$ cat config.mk
export PLATFORM = sky130hd
export DESIGN_NAME = hazard_ctrl_flat
export DESIGN_NICKNAME = d
export VERILOG_FILES = /design/src/rtl/hazard_ctrl_if.sv /design/src/rtl/hazard_ctrl.sv /design/src/flat_wrapper.sv
export SDC_FILE = /design/constraint.sdc
export NUM_CORES = 1
export LEC_CHECK = 0
export ABC_AREA = 1
export CAP_MARGIN = 20
export CORE_MARGIN = 3
export CORE_UTILIZATION = 47
export DETAILED_ROUTE_END_ITERATION = 10
export GPL_ROUTABILITY_DRIVEN = 0
export PLACE_DENSITY = 0.86
export SYNTH_ARGS = -nofsm -noshare
export SYNTH_HDL_FRONTEND = slang
export SYNTH_SLANG_ARGS = --single-unit
$ cat constraint.sdc
create_clock -name clk -period 2.3 [get_ports clk]
set_input_delay 0.345 -clock clk [delete_from_list [all_inputs] [get_ports clk]]
set_output_delay 0.345 -clock clk [all_outputs]
set_load 0.02 [all_outputs]
$ cat src/rtl/hazard_ctrl_if.sv
// Pipeline hazard-control bus: ID/EX/MEM hazard sources in, stage stall/flush controls out.
// Stall_cnt/Flush_cnt exist only when HAZARD_PERF_CNT_EN is defined.
interface hazard_ctrl_if;
  logic [4:0]  ID_rs1;
  logic [4:0]  ID_rs2;
  logic        ID_re1;
  logic        ID_re2;
  logic [4:0]  EX_wr;
  logic        EX_mem_rd;
  logic        EX_br_taken;
  logic        MEM_busy;
  logic        PC_stall;
  logic        IF_ID_stall;
  logic        ID_EX_stall;
  logic        EX_MEM_stall;
  logic        IF_ID_flush;
  logic        ID_EX_flush;
  logic        MEM_WB_flush;
  logic        mem_timeout;
`ifdef HAZARD_PERF_CNT_EN
  logic [31:0] Stall_cnt;
  logic [31:0] Flush_cnt;

  modport slave (
    input  ID_rs1, ID_rs2, ID_re1, ID_re2, EX_wr, EX_mem_rd, EX_br_taken, MEM_busy,
    output PC_stall, IF_ID_stall, ID_EX_stall, EX_MEM_stall,
    output IF_ID_flush, ID_EX_flush, MEM_WB_flush, mem_timeout, Stall_cnt, Flush_cnt
  );
  modport master (
    output ID_rs1, ID_rs2, ID_re1, ID_re2, EX_wr, EX_mem_rd, EX_br_taken, MEM_busy,
    input  PC_stall, IF_ID_stall, ID_EX_stall, EX_MEM_stall,
    input  IF_ID_flush, ID_EX_flush, MEM_WB_flush, mem_timeout, Stall_cnt, Flush_cnt
  );
`else
  modport slave (
    input  ID_rs1, ID_rs2, ID_re1, ID_re2, EX_wr, EX_mem_rd, EX_br_taken, MEM_busy,
    output PC_stall, IF_ID_stall, ID_EX_stall, EX_MEM_stall,
    output IF_ID_flush, ID_EX_flush, MEM_WB_flush, mem_timeout
  );
  modport master (
    output ID_rs1, ID_rs2, ID_re1, ID_re2, EX_wr, EX_mem_rd, EX_br_taken, MEM_busy,
    input  PC_stall, IF_ID_stall, ID_EX_stall, EX_MEM_stall,
    input  IF_ID_flush, ID_EX_flush, MEM_WB_flush, mem_timeout
  );
`endif
endinterface

$ cat src/rtl/hazard_ctrl.sv
// Pipeline hazard controller: load-use stalls, branch flushes, memory-wait stalls, sticky timeout.
// Optional performance counters enabled by defining HAZARD_PERF_CNT_EN.
module hazard_ctrl #(
  parameter int unsigned LOAD_STALL_CYCLES = 1,
  parameter int unsigned MEM_TIMEOUT       = 255
) (
  input  logic        clk,
  input  logic        rst_n,
  hazard_ctrl_if.slave hz
);

  typedef enum logic [1:0] {
    RUN      = 2'd0,
    LU_STALL = 2'd1,
    MEM_WAIT = 2'd2
  } state_t;

  localparam logic [1:0] LU_INIT = 2'(LOAD_STALL_CYCLES - 1);
  localparam logic [7:0] TMO     = 8'(MEM_TIMEOUT);

  function automatic logic [7:0] sat_inc8(input logic [7:0] v);
    return (v == 8'hFF) ? v : v + 8'd1;
  endfunction

  state_t     r_state;
  state_t     w_state_nxt;
  logic [1:0] r_lu_cnt;
  logic [1:0] w_lu_cnt_nxt;
  logic [7:0] r_wait_cnt;
  logic [7:0] w_wait_cnt_nxt;
  logic       r_mem_timeout;
  logic       w_load_use;
  logic       w_pc_stall;
  logic       w_if_id_stall;
  logic       w_id_ex_stall;
  logic       w_ex_mem_stall;
  logic       w_if_id_flush;
  logic       w_id_ex_flush;
  logic       w_mem_wb_flush;

  assign w_load_use = hz.EX_mem_rd && (hz.EX_wr != 5'd0) &&
                      ((hz.ID_re1 && (hz.ID_rs1 == hz.EX_wr)) ||
                       (hz.ID_re2 && (hz.ID_rs2 == hz.EX_wr)));

  // Busy cycles are counted in every state; the count restarts once memory completes.
  assign w_wait_cnt_nxt = hz.MEM_busy ? sat_inc8(r_wait_cnt) : 8'd0;

  // Next-state and stage control decode; priority MEM_busy > branch > load-use.
  always_comb begin
    w_state_nxt    = r_state;
    w_lu_cnt_nxt   = r_lu_cnt;
    w_pc_stall     = 1'b0;
    w_if_id_stall  = 1'b0;
    w_id_ex_stall  = 1'b0;
    w_ex_mem_stall = 1'b0;
    w_if_id_flush  = 1'b0;
    w_id_ex_flush  = 1'b0;
    w_mem_wb_flush = 1'b0;
    if (hz.MEM_busy) begin
      w_pc_stall     = 1'b1;
      w_if_id_stall  = 1'b1;
      w_id_ex_stall  = 1'b1;
      w_ex_mem_stall = 1'b1;
      w_mem_wb_flush = 1'b1;
    end else begin
      w_pc_stall = 1'b0;
    end
    case (r_state)
      RUN, MEM_WAIT: begin
        if (hz.MEM_busy) begin
          w_state_nxt = MEM_WAIT;
        end else if (hz.EX_br_taken) begin
          w_if_id_flush = 1'b1;
          w_id_ex_flush = 1'b1;
          w_state_nxt   = RUN;
        end else if (w_load_use) begin
          w_pc_stall    = 1'b1;
          w_if_id_stall = 1'b1;
          w_id_ex_flush = 1'b1;
          if (LU_INIT == 2'd0) begin
            w_state_nxt = RUN;
          end else begin
            w_state_nxt  = LU_STALL;
            w_lu_cnt_nxt = LU_INIT;
          end
        end else begin
          w_state_nxt = RUN;
        end
      end
      LU_STALL: begin
        if (hz.MEM_busy) begin
          w_state_nxt = LU_STALL;
        end else begin
          w_pc_stall    = 1'b1;
          w_if_id_stall = 1'b1;
          w_id_ex_flush = 1'b1;
          w_lu_cnt_nxt  = r_lu_cnt - 2'd1;
          w_state_nxt   = (r_lu_cnt == 2'd1) ? RUN : LU_STALL;
        end
      end
      default: begin
        w_state_nxt  = RUN;
        w_lu_cnt_nxt = 2'd0;
      end
    endcase
  end

  // State, stall counter, wait counter and sticky timeout registers.
  always_ff @(posedge clk or negedge rst_n) begin
    if (!rst_n) begin
      r_state       <= RUN;
      r_lu_cnt      <= 2'd0;
      r_wait_cnt    <= 8'd0;
      r_mem_timeout <= 1'b0;
    end else begin
      r_state    <= w_state_nxt;
      r_lu_cnt   <= w_lu_cnt_nxt;
      r_wait_cnt <= w_wait_cnt_nxt;
      if (hz.MEM_busy && (w_wait_cnt_nxt == TMO)) begin
        r_mem_timeout <= 1'b1;
      end else begin
        r_mem_timeout <= r_mem_timeout;
      end
    end
  end

  assign hz.PC_stall     = w_pc_stall;
  assign hz.IF_ID_stall  = w_if_id_stall;
  assign hz.ID_EX_stall  = w_id_ex_stall;
  assign hz.EX_MEM_stall = w_ex_mem_stall;
  assign hz.IF_ID_flush  = w_if_id_flush;
  assign hz.ID_EX_flush  = w_id_ex_flush;
  assign hz.MEM_WB_flush = w_mem_wb_flush;
  assign hz.mem_timeout  = r_mem_timeout;

`ifdef HAZARD_PERF_CNT_EN
  function automatic logic [31:0] sat_inc32(input logic [31:0] v);
    return (v == 32'hFFFF_FFFF) ? v : v + 32'd1;
  endfunction

  logic [31:0] r_stall_cnt;
  logic [31:0] r_flush_cnt;

  // Saturating counts of PC stall cycles and IF/ID flush cycles.
  always_ff @(posedge clk or negedge rst_n) begin
    if (!rst_n) begin
      r_stall_cnt <= 32'd0;
      r_flush_cnt <= 32'd0;
    end else begin
      r_stall_cnt <= w_pc_stall    ? sat_inc32(r_stall_cnt) : r_stall_cnt;
      r_flush_cnt <= w_if_id_flush ? sat_inc32(r_flush_cnt) : r_flush_cnt;
    end
  end

  assign hz.Stall_cnt = r_stall_cnt;
  assign hz.Flush_cnt = r_flush_cnt;
`endif

endmodule

$ cat src/flat_wrapper.sv
// flat-port wrapper written by rule: the top's interface ports become plain ports
module hazard_ctrl_flat 
#(
  parameter int unsigned LOAD_STALL_CYCLES = 1,
  parameter int unsigned MEM_TIMEOUT       = 255
)
  (clk, rst_n, hz_ID_rs1, hz_ID_rs2, hz_ID_re1, hz_ID_re2, hz_EX_wr, hz_EX_mem_rd, hz_EX_br_taken, hz_MEM_busy, hz_PC_stall, hz_IF_ID_stall, hz_ID_EX_stall, hz_EX_MEM_stall, hz_IF_ID_flush, hz_ID_EX_flush, hz_MEM_WB_flush, hz_mem_timeout);
  hazard_ctrl_if hz_i ();
  input  logic clk;
  input  logic rst_n;
  input wire logic [$bits(hz_i.ID_rs1)-1:0] hz_ID_rs1;
  input wire logic [$bits(hz_i.ID_rs2)-1:0] hz_ID_rs2;
  input wire logic [$bits(hz_i.ID_re1)-1:0] hz_ID_re1;
  input wire logic [$bits(hz_i.ID_re2)-1:0] hz_ID_re2;
  input wire logic [$bits(hz_i.EX_wr)-1:0] hz_EX_wr;
  input wire logic [$bits(hz_i.EX_mem_rd)-1:0] hz_EX_mem_rd;
  input wire logic [$bits(hz_i.EX_br_taken)-1:0] hz_EX_br_taken;
  input wire logic [$bits(hz_i.MEM_busy)-1:0] hz_MEM_busy;
  output wire logic [$bits(hz_i.PC_stall)-1:0] hz_PC_stall;
  output wire logic [$bits(hz_i.IF_ID_stall)-1:0] hz_IF_ID_stall;
  output wire logic [$bits(hz_i.ID_EX_stall)-1:0] hz_ID_EX_stall;
  output wire logic [$bits(hz_i.EX_MEM_stall)-1:0] hz_EX_MEM_stall;
  output wire logic [$bits(hz_i.IF_ID_flush)-1:0] hz_IF_ID_flush;
  output wire logic [$bits(hz_i.ID_EX_flush)-1:0] hz_ID_EX_flush;
  output wire logic [$bits(hz_i.MEM_WB_flush)-1:0] hz_MEM_WB_flush;
  output wire logic [$bits(hz_i.mem_timeout)-1:0] hz_mem_timeout;
  assign hz_i.ID_rs1 = hz_ID_rs1;
  assign hz_i.ID_rs2 = hz_ID_rs2;
  assign hz_i.ID_re1 = hz_ID_re1;
  assign hz_i.ID_re2 = hz_ID_re2;
  assign hz_i.EX_wr = hz_EX_wr;
  assign hz_i.EX_mem_rd = hz_EX_mem_rd;
  assign hz_i.EX_br_taken = hz_EX_br_taken;
  assign hz_i.MEM_busy = hz_MEM_busy;
  assign hz_PC_stall = hz_i.PC_stall;
  assign hz_IF_ID_stall = hz_i.IF_ID_stall;
  assign hz_ID_EX_stall = hz_i.ID_EX_stall;
  assign hz_EX_MEM_stall = hz_i.EX_MEM_stall;
  assign hz_IF_ID_flush = hz_i.IF_ID_flush;
  assign hz_ID_EX_flush = hz_i.ID_EX_flush;
  assign hz_MEM_WB_flush = hz_i.MEM_WB_flush;
  assign hz_mem_timeout = hz_i.mem_timeout;
  hazard_ctrl #(.LOAD_STALL_CYCLES(LOAD_STALL_CYCLES), .MEM_TIMEOUT(MEM_TIMEOUT)) u_core (.clk(clk), .rst_n(rst_n), .hz(hz_i));
endmodule
==> reports/qor.csv <==
metric;value;unit
Avg Inst Size Synth;6.17;um^2
DRT Wirelength;2.53;mm
synthesized cell area;0.00104;mm^2
# Post-CTS Setup Buffers;0;
Post-Route Utilization;66.5;%
cells along the critical path;clkdlybuf4s50_1 -> nand2_1 -> inv_1 -> nor2_1 -> nor2_1 -> nand3_1 -> nand2_1 -> nand2_1 -> o21ai_0 -> clkbuf_2;
final instance area;0.00134;mm^2
clock latency at the later pin of the worst-skew pair;280;ps
row cnt;16;
DR WL met2;1.31;mm
R2R Path End;u_core.hz.mem_timeout$_DFFE_PN0P_;
met1 WL;1.01;mm
Setup violations, final;0;
CP max stage cell;clkdlybuf4s50_1;
number of global-route vias before repair;1061;
unrepaired setup endpoints after global routing;no;
CTS tree;yes;
clk buf depth;2;
first-pass GRT wire length;4.27;mm
drt initial violations;20;
CP Launch Type;input port;
Clock Pin Slew Worst Setup and Hold Paths;80;ps
total of max-cap violations;0;
Die Wd;53.0;um
Die ar.;0.00281;mm^2
Post-DRT Antenna Nets;0;
Final Cycle Share;93.1;%
Static Leak;0.000700;uW
HPWL after DPL;2.15;mm
CP most frequent cell;nand2_1;
worst path required time;1960;ps
layout filler cell count;180;
min Tclk post-route;2140;ps
dpl cell area;0.00133;mm^2
CP bufs+invs;3;
post-DR wirelength/cell;11.2;um
Final Skew;2.92;ps
final hold vios;0;
clock sink count;13;
Num CTS Buffers;3;
Largest stage delay, worst path;540;ps
Starting Density;51.3;%
Synth-to-Final Area Change;29.6;%
vias per inst;4.96;
Die Height;53.0;um
HP Class;in -> async;
Detailed Routing Iterations Pass 1;4;
routed via count;1115;
final-report max-slew violation count;0;
clock root buffer;clkbuf_4;
pin count of the biggest net entering global routing;14;
Cell Pwr Density;375;mW/mm^2
Ant. Diodes;0;
H-tree depth;1;
R2R depth;11;
highest routing layer actually used;met4;
final net count;223;
GRT Total Usage;20.7;%
Synth warnings;0;
Ports;30;
CP Class;in -> out;
#FFs+latches synth;13;
register area share after synthesis;31.4;%
layout cells sized above 1;9.60;%
crit-path leading delay family;buffers and inverters;
fmax;467;MHz
register-to-register setup slack;790;ps
Crit path arrival time;1800;ps
grt ovf;0;
Distinct cells, synth;18;
r2r startpoint;u_core.r_wait_cnt[0]$_DFF_PN0_;
Core Footprint;0.00202;mm^2
synthesized instance count;168;
slew margin rel.;60.8;%
syn_nets;192;
CP endpoint kind;primary output;
maximum VDD drop;0.272;mV
status;finished, final reports clean;
initial antenna violation count;0;
worst-margin pin slew;586;ps
met3 WL;121;um
drt drc;0;
PortBufs;29;
CP Max Fanout;5;
==> synth_stat cells (all sizes together) <==
master / n / area [um^2]
clkbuf: 1 / 13.8
o21ai: 7 / 35.0
a21boi: 1 / 7.51
dfrtp: 13 / 325
inv: 30 / 113
nor3: 2 / 10.0
nand3: 14 / 70.1
a21oi: 3 / 15.0
nand2: 53 / 216
and2: 1 / 6.26
nor2: 36 / 160
buf: 4 / 30.0
ha: 2 / 25.0
mux2i: 1 / 10.0
==> cells in the final DEF, fill, tap and decap left out <==
cell | netlist | final
and2_1 | 1 | 1
nor2_1 | 30 | 30
nand2_4 | 1 | 1
dfrtp_1 | 13 | 13
nor2_2 | 4 | 4
nand3_1 | 14 | 14
clkbuf_1 | 0 | 1
nor2_4 | 2 | 2
mux2i_1 | 1 | 1
clkbuf_2 | 0 | 2
nor3_1 | 2 | 2
a21boi_0 | 1 | 1
inv_1 | 30 | 30
o21ai_0 | 7 | 7
clkdlybuf4s50_1 | 0 | 26
buf_2 | 0 | 1
clkbuf_4 | 0 | 3
nand2_2 | 4 | 4
a21oi_1 | 3 | 3
nand2_1 | 48 | 48
buf_4 | 4 | 2
ha_1 | 2 | 2
==> layer usage <==
metal,vias to the layer above,global-route usage (%)
li1,564,-
met1,508,24.8
met2,34,35.3
met3,9,2.54
met4,0,11.9
met5,-,0
==> power by group <==
group          internal, uW  switching (uW)  total (uW)  leakage, uW
logic                  60.3            60.6         121     0.000513
clock network          67.4            77.1         144    0.0000150
registers               233            5.19         239     0.000172
==> cells by family after synthesis <==
group | share of synthesized area [%]
and+or+nand+nor | 44.6
buffers and inverters | 15.1
DFF | 31.4
AOI/OAI and AO/OA | 5.55
adders and majority gates | 2.41
muxes | 0.965
==> metrics by stage <==
step	std cells	setup TNS, ps	hold WS [ps]	power (uW)	setup slack (ps)
6_report	225	0	430	504	158
5_1_grt	225	0	472	534	5.37
4_1_cts	225	0	454	509	4.51
3_5_place_dp	221	-813	453	368	-310
3_3_place_gp	221	-485	452	361	-189
2_1_floorplan	168	0	49.4	302	414
==> layout make-up <==
class / count / area (um^2) / area share (%)
clock buffers: 4 / 26.3 / 1.96
repair buffers: 31 / 290 / 21.6
flip-flops and latches: 13 / 325 / 24.2
inverters: 30 / 113 / 8.38
multi-input cells: 120 / 556 / 41.3
well taps: 27 / 33.8 / 2.51
==> flip-flops by register name (all words and copies together) (netlist names) <==
signal                 cells
u_core.r_lu_cnt            2
u_core.r_state             2
u_core.hz.mem_timeout      1
u_core.r_wait_cnt          8
==> worst max path at each step <==
| stage | end | depth (start not counted) | start | slack [ps] |
|---|---|---|---|---|
| final | hz_IF_ID_stall | 10 | hz_EX_wr[0] | 160 |
| after global routing | hz_IF_ID_stall | 10 | hz_EX_wr[1] | 5 |
| after detailed placement | hz_IF_ID_stall | 10 | hz_EX_wr[0] | -310 |
| after floorplan | hz_PC_stall | 9 | hz_EX_wr[3] | 410 |
| after CTS | hz_IF_ID_stall | 10 | hz_EX_wr[0] | 5 |
| after global placement | hz_IF_ID_stall | 10 | hz_EX_wr[3] | -190 |
==> repair_timing <==
action | in CTS | in global routing
hold buffers | 0 | 0
gates resized for setup | 3 | 9
setup endpoints to repair | 3 | 3
hold endpoints to repair | 0 | 0
Power figures use the tool's default switching activity.
